`config.mk`:
```
export PLATFORM = sky130hd
export DESIGN_NAME = artyz7_led_sequencer
export DESIGN_NICKNAME = d
export VERILOG_FILES = /design/src/rtl/artyz7_led_sequencer_pkg.sv /design/src/rtl/led_tick_prescaler.sv /design/src/rtl/artyz7_led_sequencer.sv
export SDC_FILE = /design/constraint.sdc
export NUM_CORES = 1
export LEC_CHECK = 0
export CAP_MARGIN = 25
export CORE_MARGIN = 10
export CORE_UTILIZATION = 40
export CTS_BUF_LIST = sky130_fd_sc_hd__clkbuf_8 sky130_fd_sc_hd__clkbuf_16
export DETAILED_ROUTE_END_ITERATION = 7
export PLACE_DENSITY_LB_ADDON = 0.08
export SYNTH_ARGS = -nofsm -noshare
export SYNTH_HDL_FRONTEND = slang
export SYNTH_SLANG_ARGS = --single-unit
```
`constraint.sdc`:
```
create_clock -name clk -period 2.4 [get_ports clk]
set_clock_uncertainty 0.2 [all_clocks]
set_input_delay 0.24 -clock clk [delete_from_list [all_inputs] [get_ports clk]]
set_output_delay 0.24 -clock clk [all_outputs]
set_load 0.02 [all_outputs]
```
`src/rtl/artyz7_led_sequencer_pkg.sv`:
```
// Shared types and constants for the Arty Z7 LED sequencer.
package artyz7_led_sequencer_pkg;

  localparam int unsigned mode_width = 2;
  localparam int unsigned num_leds   = 4;

  typedef enum logic [mode_width-1:0] {
    MODE_OFF,
    MODE_STATIC,
    MODE_BLINK,
    MODE_CHASE
  } led_mode_t;

endpackage

```
`src/rtl/led_tick_prescaler.sv`:
```
// Free-running step prescaler: pulses step_strobe once every TICK_DIVIDER cycles.
module led_tick_prescaler #(
  parameter int unsigned TICK_DIVIDER = 12500000
) (
  input  logic clk,
  input  logic reset,
  input  logic restart,
  output logic step_strobe
);

  localparam int unsigned CntW = $clog2(TICK_DIVIDER);
  localparam logic [CntW-1:0] Last = CntW'(TICK_DIVIDER - 1);

  logic [CntW-1:0] cnt_q;

  always_ff @(posedge clk) begin
    if (reset || restart) begin
      cnt_q <= '0;
    end else if (cnt_q == Last) begin
      cnt_q <= '0;
    end else begin
      cnt_q <= cnt_q + 1'b1;
    end
  end

  assign step_strobe = (cnt_q == Last);

endmodule

```
`src/rtl/artyz7_led_sequencer.sv`:
```
// LED sequencer top: command handshake, OFF/STATIC/BLINK/CHASE mode FSM and LED register.
// Optional PWM brightness gating is enabled by defining ARTYZ7_LED_SEQUENCER_PWM_EN.
module artyz7_led_sequencer
  import artyz7_led_sequencer_pkg::*;
#(
  parameter int unsigned NUM_LEDS     = num_leds,
  parameter int unsigned TICK_DIVIDER = 12500000,
  parameter int unsigned PWM_BITS     = 4
) (
  input  logic                  clk,
  input  logic                  reset,
  input  logic                  cfg_valid,
  output logic                  cfg_ready,
  input  logic [mode_width-1:0] cfg_mode,
  input  logic [NUM_LEDS-1:0]   cfg_pattern,
  input  logic [PWM_BITS-1:0]   cfg_brightness,
  output logic                  step_strobe,
  output logic [NUM_LEDS-1:0]   leds
);

  led_mode_t           mode_q, mode_d;
  logic                ready_q, apply_q;
  logic [NUM_LEDS-1:0] pattern_q;
  logic [NUM_LEDS-1:0] seq_q, seq_d;
  logic                accept;

  assign accept    = cfg_valid & ready_q;
  assign cfg_ready = ready_q;

  led_tick_prescaler #(
    .TICK_DIVIDER (TICK_DIVIDER)
  ) u_prescaler (
    .clk         (clk),
    .reset       (reset),
    .restart     (accept),
    .step_strobe (step_strobe)
  );

  always_ff @(posedge clk) begin
    if (reset) begin
      mode_q <= MODE_OFF;
    end else begin
      mode_q <= mode_d;
    end
  end

  always_comb begin
    mode_d = mode_q;
    if (accept) begin
      mode_d = led_mode_t'(cfg_mode);
    end
  end

  // A step coinciding with an accept is dropped; the prescaler restarts instead.
  always_comb begin
    seq_d = seq_q;
    if (apply_q) begin
      seq_d = (mode_q == MODE_OFF) ? '0 : pattern_q;
    end else if (step_strobe && !accept) begin
      unique case (mode_q)
        MODE_OFF:    seq_d = '0;
        MODE_STATIC: seq_d = pattern_q;
        MODE_BLINK:  seq_d = (seq_q == '0) ? pattern_q : '0;
        MODE_CHASE:  seq_d = {seq_q[NUM_LEDS-2:0], seq_q[NUM_LEDS-1]};
        default:     seq_d = '0;
      endcase
    end
  end

  always_ff @(posedge clk) begin
    if (reset) begin
      ready_q   <= 1'b0;
      apply_q   <= 1'b0;
      pattern_q <= '0;
      seq_q     <= '0;
    end else begin
      ready_q <= ~accept;
      apply_q <= accept;
      if (accept) begin
        pattern_q <= cfg_pattern;
      end
      seq_q <= seq_d;
    end
  end

`ifdef ARTYZ7_LED_SEQUENCER_PWM_EN
  logic [PWM_BITS-1:0] pwm_cnt_q, brightness_q;
  logic [NUM_LEDS-1:0] leds_q;

  always_ff @(posedge clk) begin
    if (reset) begin
      pwm_cnt_q    <= '0;
      brightness_q <= '0;
      leds_q       <= '0;
    end else begin
      pwm_cnt_q <= pwm_cnt_q + 1'b1;
      if (accept) begin
        brightness_q <= cfg_brightness;
      end
      leds_q <= seq_q & {NUM_LEDS{pwm_cnt_q < brightness_q}};
    end
  end

  assign leds = leds_q;
`else
  logic unused_brightness;
  assign unused_brightness = ^cfg_brightness;
  assign leds = seq_q;
`endif

endmodule

```
# == Word level (Yosys, flattened, before mapping) ==
# Index checks and enable logic that the tools add are counted.
# word_totals
register_bits,36
# classes
add_sub_neg,1
n_eq_ne,4
muxes,5
bitwise,2
reduce_logical,7
# op_table
cell,count
$add A24 B1 Y24 const B,1
$eq A24 B24 Y1 const B,1
$mux W4,4
$pmux W4 S4,1
$eq A2 B2 Y1 const B,2
$logic_not A4 Y1,1
$eq A2 B1 Y1 const B,1
$logic_not A2 Y1,1
$reduce_bool A2 Y1,1
$reduce_or A2 Y1,1
$and A1 B1 Y1,1
$logic_and A1 B1 Y1,1
$logic_not A1 Y1,1
$logic_or A1 B1 Y1,1
$not A1 Y1,1

# == Depth between registers and ports, before layout ==
# Gate-level depths: netlist of run 1.
# logic_depth
depth_word,5
ltp_mapped,6
ltp_nobuf,5

# == Hierarchy ==
# A second synthesis of run 1 with hierarchy kept.
# unflattened
cells_unflattened,203
area_unflattened_um2,1757.9
# by_module_without_submodules
mod,instances,cells_each,area_each_um2,seq_area_each_um2
led_tick_prescaler,1,132,1163.6,480.5
artyz7_led_sequencer,1,71,594.3,240.2

# == Worst setup path before layout of run 1 ==
# No wires, ideal clock.
# synth_path
kind,reg2reg
start,register u_prescaler.cnt_q[0]
end,register u_prescaler.cnt_q[20]
arrival_time_ns,1.811
setup_slack_ns,0.319
stages_incl_launch_ff,7
n_path_buf,1
period_less_slack_ns,2.081
path_cell_list,dfxtp_1 ha_1 nand4_1 or3_1 buf_2 or4_1 a21oi_1
# synth_between
elab_chain_cells,2
elab_cells_between_ends,3
cone_classes,1 x add/sub; 1 x eq/ne; 1 x reduce/logical
# synth_rtl
item,line,text
from (decl),led_tick_prescaler.sv:14,logic [CntW-1:0] cnt_q;
from (signal assigned),led_tick_prescaler.sv:22,cnt_q <= cnt_q + 1'b1;
"parallel branches: the longest is 2 deep, another holds $add A24 B1 Y24",--,
# Several ways; the timed one is not identified.
# A chain may end at the register's enable or synchronous reset.

# == Worst setup path in the final report of run 1 ==
# layout_path
start,register u_prescaler.cnt_q[8]
end,output step_strobe
# layout_between
elab_chain_cells,1
# layout_rtl
item,line,text
$eq A24 B24 Y1,led_tick_prescaler.sv:26,assign step_strobe = (cnt_q == Last);
to (decl),artyz7_led_sequencer.sv:17,"output logic step_strobe,"
# Every way passes these cells.

==> metrics.md, run 1 <==
| Metric | Value |
|---|---|
| Total CTS buffers | 5 |
| Fill cells | just under 400 |
| CTS tree | built |
| Worst reg2reg startpoint | u_prescaler.cnt_q[0] |
| Synth area leaders | dfxtp_1 41%, a21oi_1 4.6%, nand2_1 4.5%, xnor2_1 4.0%, nor2_1 3.5% |
| Sequential area share after synthesis | 0.415 |
| Final net count | 238 |
| Clock Tree Root | clkbuf_8 |
| R2R depth | 5 |
| Final Hold Viols | 0 |
| Vias in the first global route | about 1400 |
| Largest stage delay, worst path | between 500 and 600 ps |
| Count of cell types in the netlist | 37 |
| Largest net degree at the start of global routing | 25 |
| WP buf/inv | 1 |
| Mapped Area | between 1500 and 2000 um^2 |
| Slowest stage cell, crit path | or4b_1 |
| Min Tclk post-route | approximately 2200 ps |
| Clock Tree Buf Depth | 2 |
| Pre-CTS WS | -0.145 ps |
| CP endpoint | step_strobe |
| Leakage | around 0.7 nW |
| Hold Crit Depth | 1 |
| Final worst-path cycle share | 0.923 |
| Post-Route WL | approximately 3500 um |
| Worst Path Required | just under 2000 ps |
| Antenna-violating nets left | 0 |
| CP top delay family | simple AND/OR/NAND/NOR gates |
| First-pass GRT wire length | a little over 6000 um |
| Setup violators final | 0 |
| First-pass iteration count of the detailed router | 4 |
| DRC viols | 0 |
| Die Span X | roughly 86 um |
| Worst-path cell chain | or4b_1 -> nor4_2 -> and3_1 -> buf_2 |
| Clock Latency Late Sink | approximately 270 ps |
| Layout cell share with drive strength beyond 1 | 0.124 |
| Setup_tns | 0 ps |
| Layout area overhead | 18.3% |
| Mean Syn Cell Area | between 8 and 9 um^2 |
| Net count after synthesis | 218 |
| Crit start category | flop |
| Core ar. | roughly 4100 um^2 |
| Post-route cell area | a little over 2000 um^2 |
| Worst R2R End | u_prescaler.cnt_q[22] |
| HPWL Detailed | 2660 um |
| Worst vdd ir | 0.345 mV |
| Post-Syn Instances | 204 |
| Outcome | complete, no violations |
| Synth top area share | 0.415 |
| I/O pin cnt | 19 |
| Placed cell area | just under 2000 um^2 |
| CP Class | flop to output port |
| CTS sink cnt | 36 |
| RSZ-0062 raised after global routing | no |
| Pins over their slew limit | 0 |
| Clock transition at path regs | ~60 ps |
| Vias per inst | 5.44 |
| Diodes inserted | 0 |
| Crit path depth | 4 |
| Leading area contributor after synthesis | dfxtp_1 |
| CP endpoint kind | output port |
| Flop and latch count out of synthesis | 36 |
| Iter 0 DRT Violations | 65 |
| Synth warnings | 0 |
| Placer Congestion | approximately 0.76 |
| CP Launch Point | u_prescaler.cnt_q[8] |
| Initial antenna violation count | 0 |
| Final worst setup slack | around 190 ps |
| Total Routing Usage GR | 0.0977 |
| Pwr/cell area | approximately 540 nW/um^2 |
| WHS | about 260 ps |
| Max_cap viols | 0 |
| Worst reg2reg setup slack | around 200 ps |
| Via count | 1496 |
| PortBufs | 14 |
| Avg WL per Cell | roughly 13 um |
| Grt total ovfl | 0 |
| Tot Pwr | 1.10 mW |
| Crit path DAT | around 1800 ps |
| Measured slew at the worst slew-check pin | 595 ps |
| Row cnt | 23 |
| Hold Path Class | flop to flop |
| Depth of the CTS H-tree | 2 |
| Die area | about 7400 um^2 |
| Max-slew headroom | 0.598 |
| Initial Utilization | 0.422 |
| Crit Path Max Fanout | 2 |
| FMAX | approximately 450 MHz |
| Die H | ~86 um |
## power by group
| part | internal [mW] | leakage [nW] | total, mW | switching, mW |
|---|---|---|---|---|
| Sequential | 0.607 | 0.291 | 0.618 | 0.0102 |
| Clock | 0.225 | 0.0538 | 0.418 | 0.193 |
| Combinational | 0.0339 | 0.365 | 0.0671 | 0.0331 |
## layout make-up
class,count,area (um^2),share of cell area
clock buffers,6,82.6,0.0402
clock inverters,2,7.51,0.00365
inverters,6,22.5,0.0110
multi-input cells,152,945,0.460
flip-flops and latches,36,721,0.351
well taps,50,62.6,0.0304
repair buffers,23,215,0.105
## state kept, by name, indices dropped and copies added (netlist names)
name,cells
cfg_ready,1
apply_q,1
pattern_q,4
mode_q,2
u_prescaler.cnt_q,24
leds,4
## cells in the final DEF, fill, tap and decap left out, types with 4 or more instances in the layout
| master | count |
|---|---|
| dfxtp_1 | 36 |
| nand2_1 | 21 |
| nor2_1 | 16 |
| a21oi_1 | 16 |
| clkdlybuf4s50_1 | 13 |
| nand3_1 | 9 |
| o21ai_0 | 9 |
| xnor2_1 | 8 |
| inv_1 | 8 |
| buf_4 | 8 |
| nand2b_1 | 7 |
| or4_1 | 7 |
| or3_1 | 7 |
| clkbuf_8 | 6 |
| nand4_1 | 5 |
| o31ai_1 | 5 |
| a31o_2 | 4 |
| xor2_1 | 4 |
| and3b_1 | 4 |
| nor2b_1 | 4 |
| mux2i_1 | 4 |
## repair_timing
action | 4_1_cts | 5_1_grt
resized for setup | 3 | 1
hold buffers | 0 | 0
buffers inserted | 0 | 0
setup endpoints to repair | 1 | 1
pin swaps | 0 | 1
## metal layers
| layer | vias up | track usage | part of all wire |
|---|---|---|---|
| met4 | 0 | 0.0269 | 0.011 |
| met3 | 4 | 0.0293 | 0.033 |
| met5 | - | 0 | 0 |
| li1 | 772 | - | - |
| met1 | 703 | 0.120 | 0.47 |
| met2 | 17 | 0.160 | 0.49 |
## through the flow
stage / std cells / util
4_1_cts: 275 / 0.501
6_report: 275 / 0.500
3_5_place_dp: 267 / 0.479
2_1_floorplan: 204 / -
3_3_place_gp: 267 / 0.479
5_1_grt: 275 / 0.500
## cells by family (layout without fill, tap and decap cells)
logic type	after synthesis	after routing	share of synthesized area
XOR/XNOR	12	12	0.0605
AND/OR/NAND/NOR	99	99	0.329
buffers and inverters	16	37	0.0418
AO/OA/AOI/OAI	36	36	0.124
adder cells (fa/ha/maj)	1	1	0.00720
multiplexers	4	4	0.0230
flip-flops	36	36	0.415
## how the worst min path moves through the flow
stage | slack (ps) | from | endpoint
floorplan | 180 | cfg_pattern[0] | pattern_q[0]
global placement | 240 | u_prescaler.cnt_q[0] | u_prescaler.cnt_q[0]
detailed placement | 250 | u_prescaler.cnt_q[0] | u_prescaler.cnt_q[0]
CTS | 270 | u_prescaler.cnt_q[0] | u_prescaler.cnt_q[0]
global route | 290 | u_prescaler.cnt_q[0] | u_prescaler.cnt_q[0]
finish | 260 | u_prescaler.cnt_q[0] | u_prescaler.cnt_q[0]
## Yosys cell counts (all sizes together)
master  count
ha          1
a41oi       1
xor2        4
nor2       16
a21oi      16
or3         7
nand3      10
and3b       4
buf         6
mux2i       4
o21ai       9
nor2b       4
and3        1
clkbuf      4
dfxtp      36
or4         8
a31o        5
nand2b      7
nor4        3
xnor2       8
nand2      21
o31ai       5
or2         1
and2        2
inv         6
nor3        3
or4b        4
nand4       6
and4        2
Power figures use the tool's default switching activity.
==> inputs of run 2 (changes only) <==
--- a/config.mk
+++ b/config.mk
@@ -5,12 +5,13 @@
 export SDC_FILE = /design/constraint.sdc
 export NUM_CORES = 1
 export LEC_CHECK = 0
-export CAP_MARGIN = 25
+export CAP_MARGIN = 20
 export CORE_MARGIN = 10
 export CORE_UTILIZATION = 40
 export CTS_BUF_LIST = sky130_fd_sc_hd__clkbuf_8 sky130_fd_sc_hd__clkbuf_16
 export DETAILED_ROUTE_END_ITERATION = 7
 export PLACE_DENSITY_LB_ADDON = 0.08
+export SLEW_MARGIN = 15
 export SYNTH_ARGS = -nofsm -noshare
 export SYNTH_HDL_FRONTEND = slang
 export SYNTH_SLANG_ARGS = --single-unit
==> results of run 2 <==
No change in the layout: final DEF, timing and power equal those of run 1.
